## src/rtl/lamp_ctrl_multi.sv

```systemverilog
// Multi-switch lamp controller: several wall switches share one lamp.
// Any switch flip is an event; the lamp runs either a timed on-period with
// a buzzer pre-warning, or a latched toggle mode with no timeout.
//
//   state | meaning
//   ------+--------------------------------------------------------------
//   OFF   | lamp dark, counter parked at 0
//   ON_T  | timed on-period, counter runs 0..C_MAX-1, buzzer in last WARN
//   ON_L  | latched on, no timeout, counter held
module lamp_ctrl_multi #(
   parameter int unsigned          N_SW  = 3,
   parameter int unsigned          C_NUM = 28,
   parameter logic [C_NUM-1:0]     C_MAX = 28'hFFF_FFFF,
   parameter logic [C_NUM-1:0]     WARN  = 28'h100_0000
) (
   input  logic            clk,
   input  logic            rst,
   input  logic [N_SW-1:0] S,
   input  logic            mode,
   output logic            F,
   output logic            Buzzer,
   output logic [6:0]      LED
);

   typedef enum logic [1:0] {
      ST_OFF = 2'd0,
      ST_ON_T = 2'd1,
      ST_ON_L = 2'd2
   } state_t;

   // Last count value of the on-period, and first count that sounds the buzzer.
   localparam logic [C_NUM-1:0] CNT_LAST  = C_MAX - 1'b1;
   localparam logic [C_NUM-1:0] BUZ_START = C_MAX - WARN;

   localparam logic [6:0] LED_BLANK = 7'b1111111;
   localparam logic [6:0] LED_ONE   = 7'b1111001;
   localparam logic [6:0] LED_L     = 7'b1000111;

   state_t           state_q, state_d;
   logic [C_NUM-1:0] count_q, count_d;
   logic             p_q;
   logic             p;
   logic             sw_event;

   // Parity of all switches changes on any single flip, so an edge on the
   // parity is one event regardless of which switch moved.
   assign p        = ^S;
   assign sw_event = p ^ p_q;

   // State, counter and parity history; reset preloads the parity history
   // so releasing reset never looks like a switch flip.
   always_ff @(posedge clk) begin
      if (rst) begin
         state_q <= ST_OFF;
         count_q <= '0;
         p_q     <= p;
      end else begin
         state_q <= state_d;
         count_q <= count_d;
         p_q     <= p;
      end
   end

   // Next-state and counter update; an event always takes priority over timeout.
   always_comb begin
      state_d = state_q;
      count_d = count_q;
      unique case (state_q)
         ST_OFF: begin
            count_d = '0;
            if (sw_event) begin
               state_d = mode ? ST_ON_L : ST_ON_T;
            end
         end
         ST_ON_T: begin
            if (sw_event) begin
               if (mode) begin
                  state_d = ST_OFF;
               end
               count_d = '0;
            end else if (mode) begin
               state_d = ST_ON_L;
            end else if (count_q == CNT_LAST) begin
               state_d = ST_OFF;
               count_d = '0;
            end else begin
               count_d = count_q + 1'b1;
            end
         end
         ST_ON_L: begin
            if (sw_event) begin
               state_d = ST_OFF;
               count_d = '0;
            end else if (!mode) begin
               state_d = ST_ON_T;
               count_d = '0;
            end
         end
         default: begin
            state_d = ST_OFF;
            count_d = '0;
         end
      endcase
   end

   // Output decode from registered state and count only.
   always_comb begin
      F      = 1'b0;
      Buzzer = 1'b0;
      LED    = LED_BLANK;
      unique case (state_q)
         ST_ON_T: begin
            F      = 1'b1;
            Buzzer = (count_q >= BUZ_START);
            LED    = LED_ONE;
         end
         ST_ON_L: begin
            F   = 1'b1;
            LED = LED_L;
         end
         default: begin
            F      = 1'b0;
            Buzzer = 1'b0;
            LED    = LED_BLANK;
         end
      endcase
   end

endmodule

```

## config.mk

```make
export PLATFORM = sky130hd
export DESIGN_NAME = lamp_ctrl_multi
export DESIGN_NICKNAME = d
export VERILOG_FILES = /design/src/rtl/lamp_ctrl_multi.sv
export SDC_FILE = /design/constraint.sdc
export NUM_CORES = 1
export LEC_CHECK = 0
export ABC_AREA = 1
export BUFFER_PORTS_ARGS = -buffer_cell sky130_fd_sc_hd__buf_2
export CAP_MARGIN = 20
export CORE_UTILIZATION = 45
export CTS_CLUSTER_SIZE = 30
export DETAILED_ROUTE_END_ITERATION = 10
export PLACE_DENSITY = 0.65
export SYNTH_ARGS = -nofsm -noshare
export SYNTH_HDL_FRONTEND = slang
export SYNTH_SLANG_ARGS = --single-unit
```

## constraint.sdc

```tcl
create_clock -name clk -period 1.5 [get_ports clk]
set_input_delay 0.3 -clock clk [delete_from_list [all_inputs] [get_ports clk]]
set_output_delay 0.3 -clock clk [all_outputs]
set_load 0.1 [all_outputs]
```

==> impl_results.md <==
- Root buf cell: clkbuf_8
- Die area: roughly 5800 µm²
- Commonest non-fill, non-tap cell in the layout: nand2_1
- Post-CTS Hold Buffers: 0
- Avg Synthesized Cell Area: 5.91 µm²
- Initial core utilization: 47.5%
- Reg power frac: 20.2%
- Syn Inst Count: 419
- Highest routing layer actually used: met4
- Failing checks: setup timing
- DRT met1 WL: 3490 µm
- Vias in the first global route: 2824
- # H-tree levels: 2
- Drc violations: 0
- 1st-pass router iterations: 6
- Reg clk slew, reported paths: 0.07 ns
- CTS Buf Count: 5
- Share of cells above drive strength 1: 43.7%
- Placed instance area: 3320 µm²
- Clk sink count: 31
- CP required: 1.20 ns
- Drt via density: 5.15
- I/O Buffers: 12
- DR WL/cell: ~15 µm
- Cells on worst reg2reg path: 13
- Die H: 76.2 µm
- Gr usage total: between 20% and 30%
- RSZ-0062 raised after global routing: true
- Power per cell area: approximately 1100 nW/µm²
- Worst-Margin Slew: around 0.70 ns
- Static Leak: 0.00178 µW
- Max-cap violations: 0
- Die width: 76.2 µm
- Min Tclk post-route: roughly 2 ns
- Critical path cell sequence: nand2_2 > nor2_1 > nand2_1 > inv_1 > nand2_1 > nor2_2 > nand4_1 > a21oi_4 > buf_12
- Combinational share of power: about 66%
- Final setup vio count: 37
- Worst min-delay path class: in -> reg
- Fin. Hold Viols: 0
- Crit path top cell by count: nand2_1
- Synthesis warning total: 0
- Met2 wire length: about 4400 µm
- Pin count of the biggest net entering global routing: 22
- Via Count: 3060
- Final WL: roughly 8600 µm
- Worst-Skew Late Latency: 0.29 ns
- Crit start category: flip-flop
- NumNets Final: approximately 540
- DRT iter0 DRCs: 282
- DPL Wire Length: ~5400 µm
- CTS tree: yes
- Worst Hold Path Cells: 5
- Status: finished with violations
- Sequential share of the synthesized area: 25.1%
- Top achievable clock speed: approximately 0.49 GHz
- Total grt overflow: 0
- Int Power: between 2000 and 2500 µW
- I/O pin cnt: 15
- First-pass GRT wire length: roughly 13000 µm
- Cell Rows: 26
- Clock power frac: 14.3%
- Finished Cell Area: 3940 µm²
- Crit end category: output port
- Slew HR: 53.3%
- Initial antenna violation count: 0
- Synth Cell Area: around 2500 µm²
- Count of cell types in the netlist: 30
- Critical-path cell with the highest stage delay: dfxtp_1
- Worst IR Drop VDD: roughly 1.7 mV
- Most frequent cells in the layout: nand2_1, buf_4, inv_1
- Synth Register Bits: 31
- DR WL met3: 557 µm
- Fin worst setup slack: -0.559 ns
- Slew Limit Fails: 0
- Bufs on Longest Clock Path: 2
- Antenna fix cells: 0
- Crit Path Max Fanout: 2
- Overall power: 4470 µW
- Core region area: 5200 µm²
- Post-DRT Antenna Nets: 0
- Switch share: a little under half
- NetSw: 2090 µW
- WP data arrival: 1.76 ns
- CP max stage delay: around 0.36 ns
- Worst reg2reg setup slack: -0.26 ns
- Synth-to-Final Area Change: 59.2%
- Critical path type: reg -> out
- Setup Skew: 0.00589 ns
- RePlAce Congestion: 0.925
- Final worst path period share: 137%
[critical path: cells and delay by family (launching register included)]
| kind | cells | cell delay (ns) |
|---|---|---|
| compound gates | 1 | 0.20 |
| buf+inv | 2 | 0.28 |
| simple gates | 6 | 0.65 |
| flops | 1 | 0.36 |
[sequential cells by signal, summed over array words and instances, names as in the netlist]
signal   flops
count_q     28
state_q      2
p_q          1
[cells by family (layout without fill, tap and decap cells)]
| group | count (synthesis) | after routing | synth area share, % |
|---|---|---|---|
| other | 1 | 2 | 0.152 |
| adders and majority gates | 8 | 8 | 4.04 |
| AOI/OAI and AO/OA | 37 | 37 | 8.34 |
| DFF | 31 | 31 | 25.1 |
| and+or+nand+nor | 257 | 257 | 46.7 |
| buffers and inverters | 81 | 185 | 14.3 |
| xor gates and xnor gates | 4 | 4 | 1.42 |
[through the flow]
step | TNS (ns) | setup WS (ns) | cells | hold WS [ns] | util (%)
floorplan | -0.922 | -0.473 | 420 | 0.438 | -
global placement | -3.56 | -0.269 | 564 | 0.489 | 63.9
detailed placement | -4.13 | -0.290 | 564 | 0.507 | 63.9
CTS | -5.84 | -0.552 | 582 | 0.395 | 70.4
global route | -8.45 | -0.644 | 594 | 0.442 | 75.7
finish | -5.89 | -0.559 | 594 | 0.428 | 75.7
[cell usage after synthesis, drive strengths merged]
cell,count,area share (%)
xnor2,1,0.35
and2,1,0.25
clkbuf,2,0.30
conb,1,0.15
o21ai,5,1.0
nor2,58,11
dfxtp,31,25
nand2,141,22
and3,1,0.25
nand4,8,2.0
a21oi,29,5.9
o211ai,1,0.86
nor3,4,1.0
xor2,3,1.1
buf,13,3.9
nand3,39,8.5
nand3b,4,1.2
inv,66,10
o21bai,2,0.61
ha,8,4.0
or2,1,0.25
[area by class of cell]
class | count | area, µm²
clock buffers | 7 | 76.3
repair buffers | 112 | 1020
fillers | 381 | 1270
well taps | 70 | 87.6
multi-input cells | 308 | 1840
inverters | 66 | 270
flip-flops and latches | 31 | 643
[routing by layer]
layer  vias to the layer above  GRT usage (%)
met4                         0           9.62
met3                        15           4.31
met5                         -              0
li1                       1501              -
met1                      1442           34.0
met2                       102           49.1
[final timing paths]
path,startpoint,end
worst max-delay path,count_q[13]$_SDFFE_PP0P_,Buzzer
worst min-delay path,S[1],p_q$_DFF_P_
worst max register to register,count_q[13]$_SDFFE_PP0P_,state_q[1]$_SDFFE_PP0P_
worst min register to register,count_q[21]$_SDFFE_PP0P_,count_q[21]$_SDFFE_PP0P_
[power by group through the flow]
stage               sequential [µW]  clock, µW  combinational (µW)
CTS                             900        648                2630
finish                          903        641                2930
detailed placement              935          0                2360
global placement                932          0                2310
global route                    909        682                3070
floorplan                       941          0                1630
[timing repair]
action | 4_1_cts | 5_1_grt
cloned | 0 | 2
pin swaps | 23 | 24
setup buffers | 12 | 13
endpoints found under the hold margin | 0 | 0
gates resized for setup | 51 | 56
endpoints found under the setup margin | 36 | 37
Note: power is estimated with default switching activity, not from simulation.
